[src/rtl/ksa_sum_pipe.sv]
// ---------------------------------------------------------------------------
// ksa_sum_pipe
//
// This block is the sum stage of a 32-bit Kogge-Stone adder. The upstream
// prefix tree supplies the final group generate/propagate terms and the
// per-bit propagate. This stage forms the carries, sum, carry-out, signed
// overflow and zero flag. It then buffers each result in a small circular
// FIFO with valid/ready handshakes on both sides.
//
// Parameters
//   FIFO_DEPTH  number of result entries in the output buffer (2 or 4)
//
// Ports
//   clk        single clock; all state changes on the rising edge
//   rst        synchronous, active-high reset
//   in_valid   the prefix-tree result on g_in/p_in/pbit_in/cin is valid
//   in_ready   the block accepts an input this cycle (from registered state)
//   g_in       group generate, bit i = G[i:0]
//   p_in       group propagate, bit i = P[i:0]
//   pbit_in    per-bit propagate a[i]^b[i]
//   cin        carry-in of the addition
//   out_valid  the head result is valid
//   out_ready  downstream consumes the head result this cycle
//   sum        sum of the head result (zero when out_valid=0)
//   cout       carry-out of the head result (zero when out_valid=0)
//   ovf        signed overflow of the head result (zero when out_valid=0)
//   zero       head sum is all zeros (zero when out_valid=0)
//   op_count   number of results consumed downstream, wraps at 16 bits
// ---------------------------------------------------------------------------
module ksa_sum_pipe #(
  parameter int FIFO_DEPTH = 2
) (
  input  logic        clk,
  input  logic        rst,
  input  logic        in_valid,
  output logic        in_ready,
  input  logic [31:0] g_in,
  input  logic [31:0] p_in,
  input  logic [31:0] pbit_in,
  input  logic        cin,
  output logic        out_valid,
  input  logic        out_ready,
  output logic [31:0] sum,
  output logic        cout,
  output logic        ovf,
  output logic        zero,
  output logic [15:0] op_count
);

  // Only depths 2 and 4 are legal, so the pointer width is 1 or 2 bits.
  localparam int PTR_W   = (FIFO_DEPTH > 2) ? 2 : 1;
  localparam int CNT_W   = PTR_W + 1;
  localparam int ENTRY_W = 35;

  localparam logic [PTR_W-1:0] PTR_LAST  = PTR_W'(FIFO_DEPTH - 1);
  localparam logic [CNT_W-1:0] CNT_DEPTH = CNT_W'(FIFO_DEPTH);

  // -------------------------------------------------------------------------
  // Sum computation (purely combinational from the inputs)
  // -------------------------------------------------------------------------
  logic [31:0] carry;
  logic [31:0] sum_calc;
  logic        cout_calc;
  logic        ovf_calc;
  logic        zero_calc;

  assign carry[0] = cin;

  // G[i-1:0]/P[i-1:0] already cover all lower bits. The carry into bit i
  // therefore needs only the external carry-in folded in.
  genvar gi;
  generate
    for (gi = 1; gi < 32; gi++) begin : g_carry
      assign carry[gi] = g_in[gi-1] | (p_in[gi-1] & cin);
    end
  endgenerate

  assign sum_calc  = pbit_in ^ carry;
  assign cout_calc = g_in[31] | (p_in[31] & cin);
  // Overflow occurs when the carry into the sign bit differs from the carry out.
  assign ovf_calc  = carry[31] ^ cout_calc;
  assign zero_calc = ~|sum_calc;

  // Entry layout: {sum[31:0], cout, ovf, zero}
  logic [ENTRY_W-1:0] entry_d;
  assign entry_d = {sum_calc, cout_calc, ovf_calc, zero_calc};

  // -------------------------------------------------------------------------
  // FIFO control state
  // -------------------------------------------------------------------------
  logic [PTR_W-1:0] wr_ptr_q, wr_ptr_d;
  logic [PTR_W-1:0] rd_ptr_q, rd_ptr_d;
  logic [CNT_W-1:0] count_q,  count_d;
  logic [15:0]      op_count_q, op_count_d;

  logic push;
  logic pop;

  // in_ready depends only on the occupancy register. There is no
  // combinational path from out_ready, so a full buffer refuses input
  // even while it is being drained.
  assign in_ready  = (count_q < CNT_DEPTH);
  assign out_valid = (count_q != '0);

  assign push = in_valid & in_ready;
  assign pop  = out_valid & out_ready;

  always_comb begin
    wr_ptr_d   = wr_ptr_q;
    rd_ptr_d   = rd_ptr_q;
    count_d    = count_q;
    op_count_d = op_count_q;

    if (push) begin
      wr_ptr_d = (wr_ptr_q == PTR_LAST) ? '0 : wr_ptr_q + 1'b1;
    end

    if (pop) begin
      rd_ptr_d   = (rd_ptr_q == PTR_LAST) ? '0 : rd_ptr_q + 1'b1;
      op_count_d = op_count_q + 16'd1;
    end

    // A push and a pop on the same edge cancel out in the occupancy count.
    case ({push, pop})
      2'b10:   count_d = count_q + 1'b1;
      2'b01:   count_d = count_q - 1'b1;
      default: count_d = count_q;
    endcase
  end

  always_ff @(posedge clk) begin
    if (rst) begin
      wr_ptr_q   <= '0;
      rd_ptr_q   <= '0;
      count_q    <= '0;
      op_count_q <= '0;
    end else begin
      wr_ptr_q   <= wr_ptr_d;
      rd_ptr_q   <= rd_ptr_d;
      count_q    <= count_d;
      op_count_q <= op_count_d;
    end
  end

  // -------------------------------------------------------------------------
  // Entry storage
  // -------------------------------------------------------------------------
  // The payload registers need no reset. A reset empties the buffer through
  // the pointers and the occupancy count, so stale contents are never
  // presented. The buffer is small enough that each entry is a
  // write-enabled register.
  logic [ENTRY_W-1:0] entry_q [FIFO_DEPTH];

  generate
    for (gi = 0; gi < FIFO_DEPTH; gi++) begin : g_entry
      always_ff @(posedge clk) begin
        if (!rst && push && (wr_ptr_q == PTR_W'(gi))) begin
          entry_q[gi] <= entry_d;
        end
      end
    end
  endgenerate

  // -------------------------------------------------------------------------
  // Output payload: the head entry, forced to zero while the buffer is empty
  // -------------------------------------------------------------------------
  logic [ENTRY_W-1:0] head;

  always_comb begin
    head = '0;
    if (out_valid) begin
      head = entry_q[rd_ptr_q];
    end
  end

  assign sum      = head[34:3];
  assign cout     = head[2];
  assign ovf      = head[1];
  assign zero     = head[0];
  assign op_count = op_count_q;

endmodule
[config.mk]
export PLATFORM = sky130hd
export DESIGN_NAME = ksa_sum_pipe
export DESIGN_NICKNAME = d
export VERILOG_FILES = /design/src/rtl/ksa_sum_pipe.sv
export SDC_FILE = /design/constraint.sdc
export NUM_CORES = 1
export LEC_CHECK = 0
export CAP_MARGIN = 0
export CORE_ASPECT_RATIO = 1.75
export CORE_MARGIN = 10
export CORE_UTILIZATION = 24
export DETAILED_ROUTE_END_ITERATION = 12
export PLACE_DENSITY = 0.53
export SLEW_MARGIN = 10
export SYNTH_ARGS = -nofsm -noshare
export SYNTH_HDL_FRONTEND = slang
export SYNTH_SLANG_ARGS = --single-unit
export TNS_END_PERCENT = 1
[constraint.sdc]
create_clock -name clk -period 6.12 [get_ports clk]
set_input_delay 1.53 -clock clk [delete_from_list [all_inputs] [get_ports clk]]
set_output_delay 1.53 -clock clk [all_outputs]
set_load 0.05 [all_outputs]
==> impl_metrics.ini, run 1 <==
[outcome]
outcome = finished, final reports clean

[clock_tree]
clock_latency_ns = 0.34
hold_buffers = 0
cts-resized-gates = 0
cts_max_path_buffers = 2
numClockSinks = 91
cts-buffers-inserted = 9
post_cts_buffers = 0
clkSlewWorstSetupHoldPaths_ns = 0.06
cts_tree = yes
clock-root-buffer = clkbuf_16
cts_max_level = 3

[worst_setup_path]
end_kind = primary output
crit_type = flop to primary output
cp.arrival_ns = 2.39
cp_cell_sequence = buf_4 -> mux2i_1 -> nor2_1 -> clkdlybuf4s50_1
rr_startpoint = count_q[0]
crit_slowest_cell = clkdlybuf4s50_1
required_ns = 4.59
critPathMaxFanout = 35
cp-start-kind = flop
slowest_delay_ns = 0.84

[die]
dieWidth_um = 119.1
die_h_um = 193.4
start_util_pct = 24.33
core_um2 = 16950
io-pin-count = 154
rows = 63
dieArea_um2 = 23030

[sta]
setup_tns_ns = 0
rsz0062_at_grt = no
slew_headroom_pct = 37.78
setup_viol = 0
worst_pin_slew_ns = 0.9311
final_max_slew_viol_count = 0
finalCriticalPeriod_ns = 3.924
max_freq_mhz = 254.8
post-route-period-util_pct = 64.12
hold_viol = 0
fin_skew_ns = 0.01060

[finish]
layout-drive-gt1-share_pct = 8.402
fin_nets = 586
final_common_cell = clkdlybuf4s50_1
nFillCells = 1716
final_area_um2 = 6178
num_antenna_cells = 0
final_cell_mix = clkdlybuf4s50_1, edfxtp_1, nor2_1, xnor2_1, mux2i_1
post-route-util_pct = 36.46
syn_to_final_growth_pct = 49.82

[drt]
vias_per_cell = 4.213
routedWlPerCell_um = 16.63
drtAntennaViolNets = 0
drtIter0Drc = 119
drc = 0
num_vias = 3012
totalWireLength_um = 11890
first_pass_iters = 4

[global_route]
grt_first_pass_wirelength_um = 18060
grt_max_degree = 37
grtUsageTotal_pct = 10.12
antenna_found_initial = 0
overflow = 0
grt_pass1_vias = 3260

[logic_synthesis]
yosys_warnings = 0
synth.cell_area_um2 = 4124
yosys_most_used_dff = edfxtp_1
synth_cells = 327
synth_top_area_share_pct = 50.97
ys_ff_latch = 91
async_flop_share_pct = 0
synth_cell_types = 29
synth.area.top_cells = edfxtp_1, dfxtp_1, mux2i_1, xnor2_1, nor2_1
yosysTopAreaCell = edfxtp_1
synth_area_per_cell_um2 = 12.61
synth_nets = 430
yosysSeqAreaShare_pct = 61.17
synth-edff-count = 70

[pwr]
irDropWorstVdd_uv = 120.6
powerDensity_nw_per_um2 = 383.2
p_leak_uw = 0.002027

[run]
maxCapViolations = 0

[placement]
portBuffers = 153
place_area_um2 = 5896
routabilityCongestion = 0.7311
hpwl_um = 9336

[hold_path]
hold_start = rd_ptr_q
worst_hold_path_type = flop to flop
worst max-delay path: cells and delay by family, from the launching register on:
family	cells	cell delay, ns
and+or+nand+nor	1	0.15
DFF	1	0.31
muxes	1	0.24
buffers and inverters	2	1.34
flip-flops by register name (all words and copies together) (netlist names), named ones only:
signal    flops
entry_q      70
op_count     16
count_q       2
rd_ptr_q      1
wr_ptr_q      1
path summary, 6_finish.rpt:
kind	to	slack (ns)	cells past startpoint
worst max-delay path	sum[27]	2.20	4
worst min-delay path	flop	0.51	2
worst max register to register	count_q[1]	3.61	7
worst min register to register	flop	0.51	2
metrics by stage:
step / total power [uW] / hold WS (ns) / std cells / setup slack (ns)
2_1_floorplan: 1484 / 0.4725 / 327 / 1.364
6_report: 2368 / 0.5055 / 715 / 2.196
3_3_place_gp: 1876 / 0.4883 / 699 / 2.412
4_1_cts: 2417 / 0.5123 / 715 / 2.082
3_5_place_dp: 1887 / 0.4925 / 699 / 2.367
5_1_grt: 2490 / 0.5353 / 715 / 1.989
area by class of cell:
type / instances / area, um^2 / share of cell area, %
clock buffer: 9 / 225.2 / 3.645
clock inverter: 7 / 57.56 / 0.9316
inverter: 3 / 11.26 / 0.1823
multi-input combinational: 220 / 1513 / 24.48
sequential: 91 / 2524 / 40.85
tap: 227 / 284.0 / 4.597
timing repair buffer: 158 / 1564 / 25.31
power breakdown:
group / internal, uW / switching, uW / leakage [uW] / total, uW
sequential: 747 / 29.1 / 0.000814 / 776
clock: 282 / 240 / 0.000135 / 522
combinational: 366 / 704 / 0.00108 / 1070
total: 1390 / 974 / 0.00203 / 2370
cells by family (layout without fill, tap and decap cells):
group / after synthesis / in the layout / synth area share (%)
buffers and inverters: 16 / 177 / 2.518
xor gates and xnor gates: 52 / 52 / 11.04
and+or+nand+nor: 95 / 95 / 10.41
muxes: 35 / 35 / 8.495
adders and majority gates: 2 / 2 / 0.6067
DFF: 91 / 91 / 61.17
AOI/OAI and AO/OA: 36 / 36 / 5.764
cell usage after synthesis, types with 4 or more instances:
master    instances
a21oi_1          21
edfxtp_1         70
nand4_1           6
nor4_1            8
clkbuf_1          5
dfxtp_1          21
nand2_1          11
xnor2_1          36
a21oi_2          12
xor2_1           16
mux2i_1          35
buf_2             4
nor2_1           57
per-layer routing:
| layer | part of all wire, % | track usage [%] |
|---|---|---|
| met5 | 0 | 0 |
| met4 | 1.3 | 4.074 |
| met3 | 5.4 | 2.915 |
| met2 | 57 | 19.46 |
| met1 | 36 | 9.587 |
Power figures use the tool's default switching activity.
==> run 2, diff against run 1 <==
--- a/config.mk
+++ b/config.mk
@@ -10,7 +10,7 @@
 export CORE_MARGIN = 10
 export CORE_UTILIZATION = 24
 export DETAILED_ROUTE_END_ITERATION = 12
-export PLACE_DENSITY = 0.53
+export PLACE_DENSITY = 0.54
 export SLEW_MARGIN = 10
 export SYNTH_ARGS = -nofsm -noshare
 export SYNTH_HDL_FRONTEND = slang
==> constraint.sdc (replaced) <==
create_clock -name clk -period 3.5 [get_ports clk]
set_input_delay 0.875 -clock clk [delete_from_list [all_inputs] [get_ports clk]]
set_output_delay 0.875 -clock clk [all_outputs]
set_load 0.05 [all_outputs]
==> impl_metrics.ini, run 2 (synthesis results as in run 1) <==
[outcome]
outcome = finished, final reports clean

[sta]
setup_viol = 0
post-route-period-util_pct = 86.52
slew_headroom_pct = 59.42
final_max_slew_viol_count = 0
rsz0062_at_grt = no
worst_pin_slew_ns = 0.6068
hold_viol = 0
fin_skew_ns = 0.01024
max_freq_mhz = 330.2
finalCriticalPeriod_ns = 3.028

[finish]
fin_nets = 589
final_cell_mix = clkdlybuf4s50_1, edfxtp_1, nor2_1, xnor2_1, mux2i_1
num_antenna_cells = 0
final_common_cell = clkdlybuf4s50_1
largest-register = entry_q
syn_to_final_growth_pct = 50.94
nFillCells = 1687
largest_register_ffs = 70
layout-drive-gt1-share_pct = 8.758
post-route-util_pct = 36.73

[clock_tree]
clkSlewWorstSetupHoldPaths_ns = 0.07
cts_tree = yes
post_cts_buffers = 0
clock_latency_ns = 0.34
cts-buffers-inserted = 9
hold_buffers = 0
cts_max_path_buffers = 2
cts_max_level = 3
cts-resized-gates = 0
clock-root-buffer = clkbuf_16
numClockSinks = 91

[drt]
num_vias = 3024
drtAntennaViolNets = 0
first_pass_iters = 4
drc = 0
routedWlPerCell_um = 16.80
totalWireLength_um = 12070
vias_per_cell = 4.212
drtIter0Drc = 92

[hold_path]
hold_end = rd_ptr_q
hold_start = rd_ptr_q
worst_hold_path_type = flop to flop
holdPathStages = 2

[die]
dieWidth_um = 119.1
io-pin-count = 154
start_util_pct = 24.33
die_h_um = 193.4
dieArea_um2 = 23030
core_um2 = 16950
rows = 63

[global_route]
grt_pass1_vias = 3297
met2_usage_pct = 20.24
grt_max_degree = 36
grt_util_met3_pct = 2.770
grtUsageTotal_pct = 10.38
grt_first_pass_wirelength_um = 18520
antenna_found_initial = 0
use_met1_pct = 9.608
overflow = 0
gr-max-usage-layer = met2

[worst_setup_path]
rr_worst_depth = 7
cp-start-kind = flop
cp_cell_sequence = nor2_4 -> buf_12 -> nor2_1 -> clkdlybuf4s50_1
required_ns = 2.62
cp.arrival_ns = 2.15
r2r-end = count_q[1]
crit_type = flop to primary output
end_kind = primary output
rrSetupSlack_ns = 1.54
critPathTopFamily = buffers and inverters
rr_startpoint = count_q[0]
critPathMaxFanout = 28
crit_slowest_cell = clkdlybuf4s50_1
path_buf_inv = 2
slowest_delay_ns = 0.84

[placement]
portBuffers = 153
routabilityCongestion = 0.7637
hpwl_um = 9513

[pwr]
irDropWorstVdd_uv = 284.9
fin_total_pwr_uw = 4188
powerDensity_nw_per_um2 = 672.8
p_leak_uw = 0.002054

[run]
maxCapViolations = 0
run 2: worst min-delay path: cells and delay by family (launching register included):
family | cells | cell delay, ns
flip-flops | 1 | 0.32
XOR/XNOR | 1 | 0.08
AND/OR/NAND/NOR | 1 | 0.07
run 2: report_power, final:
group          internal [uW]  switching, uW
Combinational            676           1250
Clock                    487            416
Sequential              1310           52.4
run 2: worst max-delay path by stage:
| stage | from | end | slack [ns] | cells past startpoint |
|---|---|---|---|---|
| after detailed placement | cin | entry_q[1][0] | 0.65 | 6 |
| final | count_q[0] | sum[23] | 0.47 | 4 |
| after CTS | count_q[0] | sum[23] | 0.43 | 4 |
| after floorplan | in_valid | entry_q[0][0] | -0.40 | 2 |
| after global placement | p_in[30] | entry_q[0][0] | 0.67 | 6 |
| after global routing | count_q[0] | cout | 0.39 | 4 |
run 2: per-layer routing:
| metal | routed length (um) | share of wire, % |
|---|---|---|
| met2 | 7018 | 58 |
| met5 | 0 | 0 |
| met1 | 4253 | 35 |
| met3 | 558 | 4.6 |
| met4 | 235 | 1.9 |
run 2: area by class of cell:
| cell class | count | area, um^2 | area share [%] |
|---|---|---|---|
| clock inverter | 7 | 52.55 | 0.8442 |
| sequential | 91 | 2524 | 40.54 |
| tap | 227 | 284.0 | 4.563 |
| clock buffer | 9 | 225.2 | 3.618 |
| multi-input combinational | 220 | 1519 | 24.40 |
| inverter | 3 | 11.26 | 0.1809 |
| timing repair buffer | 161 | 1609 | 25.85 |
run 2: through the flow:
step | setup TNS (ns) | cell area (um^2) | worst slack (ns) | std cells | hold slack, ns
after floorplan | -13.95 | 4129 | -0.3986 | 327 | 0.4725
after global placement | 0 | 5947 | 0.6660 | 702 | 0.4861
after detailed placement | 0 | 5947 | 0.6522 | 702 | 0.4970
after CTS | 0 | 6225 | 0.4330 | 718 | 0.5134
after global routing | 0 | 6225 | 0.3884 | 718 | 0.5460
final | 0 | 6225 | 0.4719 | 718 | 0.5096
==> run 3, diff against run 2 <==
--- a/config.mk
+++ b/config.mk
@@ -10,6 +10,7 @@
 export CORE_MARGIN = 10
 export CORE_UTILIZATION = 24
 export DETAILED_ROUTE_END_ITERATION = 12
+export GPL_ROUTABILITY_DRIVEN = 0
 export PLACE_DENSITY = 0.54
 export SLEW_MARGIN = 10
 export SYNTH_ARGS = -nofsm -noshare
==> results of run 3 <==
Same layout as run 2: the final DEF is identical, and so are final timing and power.
